## config.mk

```make
export PLATFORM = sky130hd
export DESIGN_NAME = eh2_lsu_dccm_arb_flat
export DESIGN_NICKNAME = d
export VERILOG_FILES = /design/src/rtl/eh2_lsu_dccm_arb_if.sv /design/src/rtl/eh2_lsu_dccm_arb.sv /design/src/flat_wrapper.sv
export SDC_FILE = /design/constraint.sdc
export NUM_CORES = 1
export LEC_CHECK = 0
export BUFFER_PORTS_ARGS = -buffer_cell sky130_fd_sc_hd__buf_2
export CAP_MARGIN = 10
export CELL_PAD_IN_SITES_DETAIL_PLACEMENT = 0
export CELL_PAD_IN_SITES_GLOBAL_PLACEMENT = 1
export CORE_AREA = 2 2 202 204
export DETAILED_ROUTE_END_ITERATION = 8
export DIE_AREA = 0 0 204 206
export HOLD_SLACK_MARGIN = 0.02
export MAX_ROUTING_LAYER = met4
export PLACE_DENSITY_LB_ADDON = 0.1
export RECOVER_POWER = 25
export SLEW_MARGIN = 10
export SYNTH_ARGS = -nofsm -noshare
export SYNTH_HDL_FRONTEND = slang
export SYNTH_SLANG_ARGS = --single-unit
export TNS_END_PERCENT = 20
```

## constraint.sdc

```tcl
create_clock -name clk -period 15.22 [get_ports clk]
set_clock_uncertainty 0.05 [all_clocks]
set_input_delay 3.044 -clock clk [delete_from_list [all_inputs] [get_ports clk]]
set_output_delay 3.044 -clock clk [all_outputs]
set_load 0.01 [all_outputs]
```

## src/rtl/eh2_lsu_dccm_arb_if.sv

```systemverilog
// Request, command and response signals between the DCCM arbiter and its
// requesters (load pipe, DMA, store buffer) and the DCCM memory wrapper.
interface eh2_lsu_dccm_arb_if #(
  parameter int DCCM_BITS = 16,
  parameter int DATA_W    = 39
);
  // Load pipe
  logic                 ld_req_valid;
  logic                 ld_req_ready;
  logic [DCCM_BITS-1:0] ld_addr_lo;
  logic [DCCM_BITS-1:0] ld_addr_hi;
  // DMA slave port
  logic                 dma_req_valid;
  logic                 dma_req_ready;
  logic                 dma_req_write;
  logic [DCCM_BITS-1:0] dma_addr;
  logic [DATA_W-1:0]    dma_wdata;
  // Store-buffer drain
  logic                 stb_req_valid;
  logic                 stb_req_ready;
  logic [DCCM_BITS-1:0] stb_addr_lo;
  logic [DCCM_BITS-1:0] stb_addr_hi;
  logic [DATA_W-1:0]    stb_wdata_lo;
  logic [DATA_W-1:0]    stb_wdata_hi;
  // DCCM memory wrapper command and read data
  logic                 dccm_rden;
  logic                 dccm_wren;
  logic [DCCM_BITS-1:0] dccm_rd_addr_lo;
  logic [DCCM_BITS-1:0] dccm_rd_addr_hi;
  logic [DCCM_BITS-1:0] dccm_wr_addr_lo;
  logic [DCCM_BITS-1:0] dccm_wr_addr_hi;
  logic [DATA_W-1:0]    dccm_wr_data_lo;
  logic [DATA_W-1:0]    dccm_wr_data_hi;
  logic [DATA_W-1:0]    dccm_rd_data_lo;
  logic [DATA_W-1:0]    dccm_rd_data_hi;
  // Read responses
  logic                 ld_rsp_valid;
  logic                 dma_rsp_valid;
  logic [DATA_W-1:0]    rsp_data_lo;
  logic [DATA_W-1:0]    rsp_data_hi;

  // Arbiter side
  modport slave (
    input  ld_req_valid, ld_addr_lo, ld_addr_hi,
    output ld_req_ready,
    input  dma_req_valid, dma_req_write, dma_addr, dma_wdata,
    output dma_req_ready,
    input  stb_req_valid, stb_addr_lo, stb_addr_hi, stb_wdata_lo, stb_wdata_hi,
    output stb_req_ready,
    output dccm_rden, dccm_wren, dccm_rd_addr_lo, dccm_rd_addr_hi,
    output dccm_wr_addr_lo, dccm_wr_addr_hi, dccm_wr_data_lo, dccm_wr_data_hi,
    input  dccm_rd_data_lo, dccm_rd_data_hi,
    output ld_rsp_valid, dma_rsp_valid, rsp_data_lo, rsp_data_hi
  );

  // Requester / memory side
  modport master (
    output ld_req_valid, ld_addr_lo, ld_addr_hi,
    input  ld_req_ready,
    output dma_req_valid, dma_req_write, dma_addr, dma_wdata,
    input  dma_req_ready,
    output stb_req_valid, stb_addr_lo, stb_addr_hi, stb_wdata_lo, stb_wdata_hi,
    input  stb_req_ready,
    input  dccm_rden, dccm_wren, dccm_rd_addr_lo, dccm_rd_addr_hi,
    input  dccm_wr_addr_lo, dccm_wr_addr_hi, dccm_wr_data_lo, dccm_wr_data_hi,
    output dccm_rd_data_lo, dccm_rd_data_hi,
    input  ld_rsp_valid, dma_rsp_valid, rsp_data_lo, rsp_data_hi
  );
endinterface

```

## src/rtl/eh2_lsu_dccm_arb.sv

```systemverilog
// DCCM arbiter: picks one of load / DMA / store-drain per cycle, drives the
// memory wrapper command, and steers read data back to the right requester.
module eh2_lsu_dccm_arb #(
  parameter int DCCM_BITS         = 16,
  parameter int DATA_W            = 39,
  parameter int STARVE_MAX        = 4,
  parameter int LOAD_TO_USE_PLUS1 = 0
) (
  input  logic                clk,
  input  logic                rst,
  eh2_lsu_dccm_arb_if.slave   bus,
  output logic [3:0]          dbg_dma_starve_cnt,
  output logic [3:0]          dbg_stb_starve_cnt
);

  // Handshake: a requester raises valid with a stable payload and keeps both
  // until it sees ready in the same cycle; ready is the combinational grant,
  // and a cycle with valid & ready is one transfer.

  localparam logic [3:0] STARVE_LIM = 4'(STARVE_MAX);

  logic       gnt_ld;
  logic       gnt_dma;
  logic       gnt_stb;
  logic       dma_prom;
  logic       stb_prom;
  logic       dma_rd;
  logic       dma_wr;

  logic [3:0] dma_cnt_d, dma_cnt_q;
  logic [3:0] stb_cnt_d, stb_cnt_q;

  logic [DCCM_BITS-1:0] rd_addr_lo_d, rd_addr_lo_q;
  logic [DCCM_BITS-1:0] rd_addr_hi_d, rd_addr_hi_q;
  logic [DCCM_BITS-1:0] wr_addr_lo_d, wr_addr_lo_q;
  logic [DCCM_BITS-1:0] wr_addr_hi_d, wr_addr_hi_q;
  logic [DATA_W-1:0]    wr_data_lo_d, wr_data_lo_q;
  logic [DATA_W-1:0]    wr_data_hi_d, wr_data_hi_q;

  // Response tag: {is_ld, is_dma}
  logic [1:0] tag0_d, tag0_q;
  logic [1:0] tag1_d, tag1_q;
  logic [1:0] rsp_tag;

  // ---------------------------------------------------------------------------
  // Grant selection
  // ---------------------------------------------------------------------------
  assign dma_prom = bus.dma_req_valid && (dma_cnt_q == STARVE_LIM);
  assign stb_prom = bus.stb_req_valid && (stb_cnt_q == STARVE_LIM);

  always_comb begin
    gnt_ld  = 1'b0;
    gnt_dma = 1'b0;
    gnt_stb = 1'b0;
    if (!rst) begin
      // Promoted requesters pre-empt the load; DMA breaks a promotion tie.
      if (dma_prom)               gnt_dma = 1'b1;
      else if (stb_prom)          gnt_stb = 1'b1;
      else if (bus.ld_req_valid)  gnt_ld  = 1'b1;
      else if (bus.dma_req_valid) gnt_dma = 1'b1;
      else if (bus.stb_req_valid) gnt_stb = 1'b1;
    end
  end

  assign dma_rd = gnt_dma && !bus.dma_req_write;
  assign dma_wr = gnt_dma &&  bus.dma_req_write;

  assign bus.ld_req_ready  = gnt_ld;
  assign bus.dma_req_ready = gnt_dma;
  assign bus.stb_req_ready = gnt_stb;

  // ---------------------------------------------------------------------------
  // Starvation counters: count consecutive lost cycles, saturate at the limit
  // ---------------------------------------------------------------------------
  always_comb begin
    dma_cnt_d = dma_cnt_q;
    if (!bus.dma_req_valid || gnt_dma) begin
      dma_cnt_d = 4'd0;
    end else if (dma_cnt_q < STARVE_LIM) begin
      dma_cnt_d = dma_cnt_q + 4'd1;
    end
  end

  always_comb begin
    stb_cnt_d = stb_cnt_q;
    if (!bus.stb_req_valid || gnt_stb) begin
      stb_cnt_d = 4'd0;
    end else if (stb_cnt_q < STARVE_LIM) begin
      stb_cnt_d = stb_cnt_q + 4'd1;
    end
  end

  assign dbg_dma_starve_cnt = dma_cnt_q;
  assign dbg_stb_starve_cnt = stb_cnt_q;

  // ---------------------------------------------------------------------------
  // Memory command: addresses/data follow the winner, otherwise hold
  // ---------------------------------------------------------------------------
  always_comb begin
    rd_addr_lo_d = rd_addr_lo_q;
    rd_addr_hi_d = rd_addr_hi_q;
    if (gnt_ld) begin
      rd_addr_lo_d = bus.ld_addr_lo;
      rd_addr_hi_d = bus.ld_addr_hi;
    end else if (dma_rd) begin
      rd_addr_lo_d = bus.dma_addr;
      rd_addr_hi_d = bus.dma_addr;
    end
  end

  always_comb begin
    wr_addr_lo_d = wr_addr_lo_q;
    wr_addr_hi_d = wr_addr_hi_q;
    wr_data_lo_d = wr_data_lo_q;
    wr_data_hi_d = wr_data_hi_q;
    if (gnt_stb) begin
      wr_addr_lo_d = bus.stb_addr_lo;
      wr_addr_hi_d = bus.stb_addr_hi;
      wr_data_lo_d = bus.stb_wdata_lo;
      wr_data_hi_d = bus.stb_wdata_hi;
    end else if (dma_wr) begin
      wr_addr_lo_d = bus.dma_addr;
      wr_addr_hi_d = bus.dma_addr;
      wr_data_lo_d = bus.dma_wdata;
      wr_data_hi_d = bus.dma_wdata;
    end
  end

  assign bus.dccm_rden       = gnt_ld || dma_rd;
  assign bus.dccm_wren       = gnt_stb || dma_wr;
  assign bus.dccm_rd_addr_lo = rd_addr_lo_d;
  assign bus.dccm_rd_addr_hi = rd_addr_hi_d;
  assign bus.dccm_wr_addr_lo = wr_addr_lo_d;
  assign bus.dccm_wr_addr_hi = wr_addr_hi_d;
  assign bus.dccm_wr_data_lo = wr_data_lo_d;
  assign bus.dccm_wr_data_hi = wr_data_hi_d;

  // ---------------------------------------------------------------------------
  // Response tag pipeline; stage 1 only matters with the registered wrapper
  // ---------------------------------------------------------------------------
  always_comb begin
    tag0_d = {gnt_ld, dma_rd};
    tag1_d = tag0_q;
  end

  assign rsp_tag           = (LOAD_TO_USE_PLUS1 != 0) ? tag1_q : tag0_q;
  assign bus.ld_rsp_valid  = rsp_tag[1];
  assign bus.dma_rsp_valid = rsp_tag[0];
  assign bus.rsp_data_lo   = bus.dccm_rd_data_lo;
  assign bus.rsp_data_hi   = bus.dccm_rd_data_hi;

  // ---------------------------------------------------------------------------
  // State
  // ---------------------------------------------------------------------------
  always_ff @(posedge clk or posedge rst) begin
    if (rst) begin
      dma_cnt_q    <= 4'd0;
      stb_cnt_q    <= 4'd0;
      rd_addr_lo_q <= '0;
      rd_addr_hi_q <= '0;
      wr_addr_lo_q <= '0;
      wr_addr_hi_q <= '0;
      wr_data_lo_q <= '0;
      wr_data_hi_q <= '0;
      tag0_q       <= 2'b00;
      tag1_q       <= 2'b00;
    end else begin
      dma_cnt_q    <= dma_cnt_d;
      stb_cnt_q    <= stb_cnt_d;
      rd_addr_lo_q <= rd_addr_lo_d;
      rd_addr_hi_q <= rd_addr_hi_d;
      wr_addr_lo_q <= wr_addr_lo_d;
      wr_addr_hi_q <= wr_addr_hi_d;
      wr_data_lo_q <= wr_data_lo_d;
      wr_data_hi_q <= wr_data_hi_d;
      tag0_q       <= tag0_d;
      tag1_q       <= tag1_d;
    end
  end

endmodule

```

## src/flat_wrapper.sv

```systemverilog
// flat-port wrapper written by rule: the top's interface ports become plain ports
module eh2_lsu_dccm_arb_flat 
#(
  parameter int DCCM_BITS         = 16,
  parameter int DATA_W            = 39,
  parameter int STARVE_MAX        = 4,
  parameter int LOAD_TO_USE_PLUS1 = 0
)
  (clk, rst, dbg_dma_starve_cnt, dbg_stb_starve_cnt, bus_ld_req_valid, bus_ld_addr_lo, bus_ld_addr_hi, bus_ld_req_ready, bus_dma_req_valid, bus_dma_req_write, bus_dma_addr, bus_dma_wdata, bus_dma_req_ready, bus_stb_req_valid, bus_stb_addr_lo, bus_stb_addr_hi, bus_stb_wdata_lo, bus_stb_wdata_hi, bus_stb_req_ready, bus_dccm_rden, bus_dccm_wren, bus_dccm_rd_addr_lo, bus_dccm_rd_addr_hi, bus_dccm_wr_addr_lo, bus_dccm_wr_addr_hi, bus_dccm_wr_data_lo, bus_dccm_wr_data_hi, bus_dccm_rd_data_lo, bus_dccm_rd_data_hi, bus_ld_rsp_valid, bus_dma_rsp_valid, bus_rsp_data_lo, bus_rsp_data_hi);
  eh2_lsu_dccm_arb_if #(.DCCM_BITS(DCCM_BITS), .DATA_W(DATA_W)) bus_i ();
  input  logic clk;
  input  logic rst;
  output logic [3:0] dbg_dma_starve_cnt;
  output logic [3:0] dbg_stb_starve_cnt;
  input wire logic [$bits(bus_i.ld_req_valid)-1:0] bus_ld_req_valid;
  input wire logic [$bits(bus_i.ld_addr_lo)-1:0] bus_ld_addr_lo;
  input wire logic [$bits(bus_i.ld_addr_hi)-1:0] bus_ld_addr_hi;
  output wire logic [$bits(bus_i.ld_req_ready)-1:0] bus_ld_req_ready;
  input wire logic [$bits(bus_i.dma_req_valid)-1:0] bus_dma_req_valid;
  input wire logic [$bits(bus_i.dma_req_write)-1:0] bus_dma_req_write;
  input wire logic [$bits(bus_i.dma_addr)-1:0] bus_dma_addr;
  input wire logic [$bits(bus_i.dma_wdata)-1:0] bus_dma_wdata;
  output wire logic [$bits(bus_i.dma_req_ready)-1:0] bus_dma_req_ready;
  input wire logic [$bits(bus_i.stb_req_valid)-1:0] bus_stb_req_valid;
  input wire logic [$bits(bus_i.stb_addr_lo)-1:0] bus_stb_addr_lo;
  input wire logic [$bits(bus_i.stb_addr_hi)-1:0] bus_stb_addr_hi;
  input wire logic [$bits(bus_i.stb_wdata_lo)-1:0] bus_stb_wdata_lo;
  input wire logic [$bits(bus_i.stb_wdata_hi)-1:0] bus_stb_wdata_hi;
  output wire logic [$bits(bus_i.stb_req_ready)-1:0] bus_stb_req_ready;
  output wire logic [$bits(bus_i.dccm_rden)-1:0] bus_dccm_rden;
  output wire logic [$bits(bus_i.dccm_wren)-1:0] bus_dccm_wren;
  output wire logic [$bits(bus_i.dccm_rd_addr_lo)-1:0] bus_dccm_rd_addr_lo;
  output wire logic [$bits(bus_i.dccm_rd_addr_hi)-1:0] bus_dccm_rd_addr_hi;
  output wire logic [$bits(bus_i.dccm_wr_addr_lo)-1:0] bus_dccm_wr_addr_lo;
  output wire logic [$bits(bus_i.dccm_wr_addr_hi)-1:0] bus_dccm_wr_addr_hi;
  output wire logic [$bits(bus_i.dccm_wr_data_lo)-1:0] bus_dccm_wr_data_lo;
  output wire logic [$bits(bus_i.dccm_wr_data_hi)-1:0] bus_dccm_wr_data_hi;
  input wire logic [$bits(bus_i.dccm_rd_data_lo)-1:0] bus_dccm_rd_data_lo;
  input wire logic [$bits(bus_i.dccm_rd_data_hi)-1:0] bus_dccm_rd_data_hi;
  output wire logic [$bits(bus_i.ld_rsp_valid)-1:0] bus_ld_rsp_valid;
  output wire logic [$bits(bus_i.dma_rsp_valid)-1:0] bus_dma_rsp_valid;
  output wire logic [$bits(bus_i.rsp_data_lo)-1:0] bus_rsp_data_lo;
  output wire logic [$bits(bus_i.rsp_data_hi)-1:0] bus_rsp_data_hi;
  assign bus_i.ld_req_valid = bus_ld_req_valid;
  assign bus_i.ld_addr_lo = bus_ld_addr_lo;
  assign bus_i.ld_addr_hi = bus_ld_addr_hi;
  assign bus_ld_req_ready = bus_i.ld_req_ready;
  assign bus_i.dma_req_valid = bus_dma_req_valid;
  assign bus_i.dma_req_write = bus_dma_req_write;
  assign bus_i.dma_addr = bus_dma_addr;
  assign bus_i.dma_wdata = bus_dma_wdata;
  assign bus_dma_req_ready = bus_i.dma_req_ready;
  assign bus_i.stb_req_valid = bus_stb_req_valid;
  assign bus_i.stb_addr_lo = bus_stb_addr_lo;
  assign bus_i.stb_addr_hi = bus_stb_addr_hi;
  assign bus_i.stb_wdata_lo = bus_stb_wdata_lo;
  assign bus_i.stb_wdata_hi = bus_stb_wdata_hi;
  assign bus_stb_req_ready = bus_i.stb_req_ready;
  assign bus_dccm_rden = bus_i.dccm_rden;
  assign bus_dccm_wren = bus_i.dccm_wren;
  assign bus_dccm_rd_addr_lo = bus_i.dccm_rd_addr_lo;
  assign bus_dccm_rd_addr_hi = bus_i.dccm_rd_addr_hi;
  assign bus_dccm_wr_addr_lo = bus_i.dccm_wr_addr_lo;
  assign bus_dccm_wr_addr_hi = bus_i.dccm_wr_addr_hi;
  assign bus_dccm_wr_data_lo = bus_i.dccm_wr_data_lo;
  assign bus_dccm_wr_data_hi = bus_i.dccm_wr_data_hi;
  assign bus_i.dccm_rd_data_lo = bus_dccm_rd_data_lo;
  assign bus_i.dccm_rd_data_hi = bus_dccm_rd_data_hi;
  assign bus_ld_rsp_valid = bus_i.ld_rsp_valid;
  assign bus_dma_rsp_valid = bus_i.dma_rsp_valid;
  assign bus_rsp_data_lo = bus_i.rsp_data_lo;
  assign bus_rsp_data_hi = bus_i.rsp_data_hi;
  eh2_lsu_dccm_arb #(.DCCM_BITS(DCCM_BITS), .DATA_W(DATA_W), .STARVE_MAX(STARVE_MAX), .LOAD_TO_USE_PLUS1(LOAD_TO_USE_PLUS1)) u_core (.clk(clk), .rst(rst), .bus(bus_i), .dbg_dma_starve_cnt(dbg_dma_starve_cnt), .dbg_stb_starve_cnt(dbg_stb_starve_cnt));
endmodule
```

**Yosys cells after proc, flatten, opt, wreduce, memory -nomap -nowiden**

Index checks and enable logic that the tools add are counted.

- Logic and storage cells: 59
- Flip-flop bits (word level): 152
- Output and inout bits: 235

- $lt $le $gt $ge: 2
- Equality and inequality tests: 2
- Mux-type cells: 31
- Add/subtract/negate cells: 2
- Reductions and logical operators: 13

Operators with widths:

| cell | count |
|---|---|
| 2-to-1 mux 39 bit | 4 |
| 2-to-1 mux 16 bit | 8 |
| 2-to-1 mux 4 bit | 4 |
| 2-to-1 mux 1 bit | 15 |
| adder 4 x 1 -> 4 bit, second input constant | 2 |
| == test 4 x 3 -> 1 bit, second input constant | 2 |
| < comparator 4 x 3 -> 1 bit, second input constant | 2 |
| logical AND 1 bit | 4 |
| logical OR 1 bit | 4 |
| nonzero test 2 bit | 2 |
| logical NOT 1 bit | 3 |

**Depth between registers and ports, before layout**

- Word-level depth: 8
- Mapped depth: 8
- Gate-level depth less buffers: 6

**Worst setup path before layout**

No wires, ideal clock.

- Path kind: input to output
- From: input rst
- To: output bus_dccm_wr_addr_hi[10]
- Arrival: 7.663 ns
- Cell stages on the path: 7
- Setup slack: 4.463 ns
- Path through: buf_2 inv_1 a32o_1 clkbuf_1 clkbuf_1 and2_1 a221o_1

- Word-level cells in the longest chain between the ends: 4

RTL lines:

| element | RTL line | source |
|---|---|---|
| start: declaration | flat_wrapper.sv:12 | `input logic rst;` |
| 2-to-1 mux 1 bit | eh2_lsu_dccm_arb.sv:55 | `if (!rst) begin` |
| logical AND 1 bit | eh2_lsu_dccm_arb.sv:66 | `assign dma_wr = gnt_dma && bus.dma_req_write;` |
| 2-to-1 mux 16 bit | eh2_lsu_dccm_arb.sv:121 | `end else if (dma_wr) begin` |
| 2-to-1 mux 16 bit (*) | eh2_lsu_dccm_arb.sv:116 | `if (gnt_stb) begin` |
| end: declaration | flat_wrapper.sv:35 | `output wire logic [$bits(bus_i.dccm_wr_addr_hi)-1:0] bus_dccm_wr_addr_hi;` |

Every way passes the cells marked *; elsewhere a longest branch is shown, timed or not.

**Worst setup path after layout**

- From: input rst
- To: output bus_dccm_wr_data_hi[14]

- Word-level cells in the longest chain between the ends: 4

RTL lines:

| element | RTL line | source |
|---|---|---|
| 2-to-1 mux 1 bit | eh2_lsu_dccm_arb.sv:55 |  |
| logical AND 1 bit | eh2_lsu_dccm_arb.sv:66 |  |
| 2-to-1 mux 39 bit | eh2_lsu_dccm_arb.sv:121 |  |
| 2-to-1 mux 39 bit (*) | eh2_lsu_dccm_arb.sv:116 |  |
| end: declaration | flat_wrapper.sv:37 | `output wire logic [$bits(bus_i.dccm_wr_data_hi)-1:0] bus_dccm_wr_data_hi;` |

Marked as above.

==> impl_metrics.py <==
metrics = {
    "timing": {
        "rsz0062_at_grt": "no",
        "maxSlewHeadroom": -1.46,
        "fin_crit_ps": 10460,
        "slew_violations": 194,
        "whs_ps": 453,
        "tightest_slew_ps": 3700,
        "hold_violations": 0,
        "tns_ps": 0,
        "period_share": 0.687,
        "clock.fmax_ghz": 0.0956,
        "setup_violations": 0,
    },
    "final_layout": {
        "drive_gt1_frac": 0.483,
        "design_area_um2": 9170,
        "synthToLayoutAreaGrowth_pct": 35.5,
        "layout.filler_cells": 4428,
        "final_cell_count_no_fill": 1352,
        "mostFrequentLayoutCells": "buf_2, dfrtp_1, a221o_1, and2_1, clkbuf_16",
        "nNetsFinal": 1089,
        "final_common_cell": "buf_2",
    },
    "outcome": {
        "outcome": "finished, violations left",
        "violations": "capacitance limit, slew limit",
    },
    "place": {
        "dp.cells": 1317,
        "dp_hpwl_mm": 19.8,
        "placed_area_um2": 8580,
        "place_congestion": 0.709,
        "port_buffers": 359,
    },
    "global_routing": {
        "grt_pass1_vias": 5948,
        "overflow": 0,
        "grt_max_degree": 63,
        "grt_pass1_wl_mm": 39.5,
        "antenna_found_initial": 3,
        "track_usage": 0.133,
    },
    "synthesis": {
        "synth_nets": 818,
        "syn_avg_cell_area_um2": 12.7,
        "synth_cell_types": 28,
        "ys_async_sr_fraction": 1.00,
        "ys.flop_type": "dfrtp_1",
        "synthesis.area_um2": 6760,
        "synth_edf_count": 0,
        "syn_inst": 533,
        "ys_ff_latch": 152,
        "synth-warning-count": 0,
        "yosysSeqAreaShare": 0.563,
    },
    "worst_setup_path": {
        "reg2reg_slack_ps": 11810,
        "crit_path_end_kind": "primary output",
        "worst-setup-path-type": "in2out",
        "worstPathMaxFanout": 59,
        "cp.required_ps": 12130,
        "start_kind": "primary input",
        "crit_arrival_ps": 7370,
    },
    "floorplanning": {
        "coreArea_um2": 40200,
        "io_pins": 516,
        "die_area_um2": 42000,
        "rows": 74,
        "die_width_um": 204,
        "die_h_um": 206,
        "start_util": 0.168,
    },
    "clocking": {
        "cts_resized": 0,
        "h-tree-depth": 4,
        "post_cts_buffers": 0,
        "clock_latency_ps": 430,
        "ctsHoldBuffers": 0,
        "clock-root-buffer": "clkbuf_16",
        "cts-buffers-inserted": 17,
        "cts_tree": "yes",
        "clock-sinks": 152,
        "path_clk_slew_ps": 60,
        "clk_path_buf_depth": 2,
    },
    "hold_path": {
        "hold_path.class": "reg2reg",
    },
    "run": {
        "drv_cap": 4,
    },
    "drt": {
        "wire_per_inst_um": 20.3,
        "first_pass_iters": 4,
        "totalWireLength_mm": 27.5,
        "drt_iter0_markers": 260,
        "drcViolationCount": 0,
        "viasPerCell": 4.13,
        "vias": 5579,
        "antenna_left": 0,
    },
    "power_and_ir_drop": {
        "irDropWorstVdd_v": 0.0000726,
        "p_leak_nw": 4.55,
        "p_per_area_nw_per_um2": 142,
    },
}
Yosys cell counts, drive strengths merged, types with 2 or more instances:
master | n | area [um^2]
buf | 95 | 668
o21ai | 3 | 15.0
xnor2 | 2 | 17.5
ha | 4 | 50.1
nor3 | 2 | 15.0
nand2 | 2 | 7.51
dfrtp | 152 | 3800
nor2 | 9 | 33.8
and2 | 71 | 444
and4b | 2 | 20.0
nand4b | 2 | 17.5
inv | 10 | 37.5
a221o | 142 | 1420
a21oi | 6 | 30.0
clkbuf | 21 | 78.8
sequential cells by signal (all words and copies together), names as in the netlist:
register,count
u_core.rsp_tag,2
u_core.wr_addr_hi_q,16
u_core.wr_addr_lo_q,16
u_core.wr_data_hi_q,39
u_core.dbg_dma_starve_cnt,4
u_core.wr_data_lo_q,39
u_core.rd_addr_lo_q,16
u_core.rd_addr_hi_q,16
u_core.dbg_stb_starve_cnt,4
area by class of cell:
type                       count  area (um^2)  share of cell area
antenna                        3         7.51            0.000819
clock buffer                  19          453              0.0494
clock inverter                13          151              0.0165
inverter                      10         38.8             0.00423
multi-input combinational    255         2200               0.240
sequential                   152         3800               0.415
tap                          532          666              0.0726
timing repair buffer         368         1840               0.201
layer usage:
metal	vias up	part of all wire	routed length, um	track usage
met5	-	0	0	-
met4	0	0.012	316	0.0378
met3	23	0.096	2640	0.0542
met2	319	0.46	12500	0.202
met1	2705	0.44	12000	0.162
li1	2532	-	-	-
where the power goes:
group          switching (W)  total, W  internal [W]  leakage, nW
combinational       0.000178  0.000331      0.000153         2.35
clock               0.000184  0.000449      0.000265        0.295
sequential         0.0000274  0.000518      0.000490         1.90
kinds of logic (layout without fill, tap and decap cells):
kind of cell,Yosys count,after routing,synth area share
other,0,3,0
buffers and inverters,126,410,0.116
DFF,152,152,0.563
xor gates and xnor gates,2,2,0.00259
adders and majority gates,4,4,0.00740
AOI/OAI and AO/OA,154,154,0.222
and+or+nand+nor,95,95,0.0899
through the flow:
stage | util | setup WS [ps] | total power [W]
final | 0.228 | 4760 | 0.00130
after global routing | 0.228 | 4090 | 0.00138
after CTS | 0.229 | 6350 | 0.00133
after detailed placement | 0.214 | 6360 | 0.000861
after global placement | 0.214 | 6340 | 0.000868
after floorplan | - | 4460 | 0.000722
worst max-delay path: stages:
cell and delay [ps]:
clkbuf_1 450, clkinvlp_2 1490, a32o_2 760, buf_4 340
nor2_4 180, buf_4 550, a221o_1 290, buf_2 150
worst paths after layout:
path / startpoint / cells after the start / end
max in group asynchronous: rst / 3 / u_core.wr_data_lo_q[15]
worst max-delay path: rst / 8 / bus_dccm_wr_data_hi[14]
min in group asynchronous: rst / 2 / u_core.wr_addr_lo_q[1]
worst min register to register: u_core.wr_addr_hi_q[5] / 1 / u_core.wr_addr_hi_q[5]
worst min-delay path: u_core.wr_addr_hi_q[5] / 1 / u_core.wr_addr_hi_q[5]
worst max register to register: u_core.dbg_dma_starve_cnt[0] / 8 / u_core.rd_addr_hi_q[2]
Power figures use the tool's default switching activity.
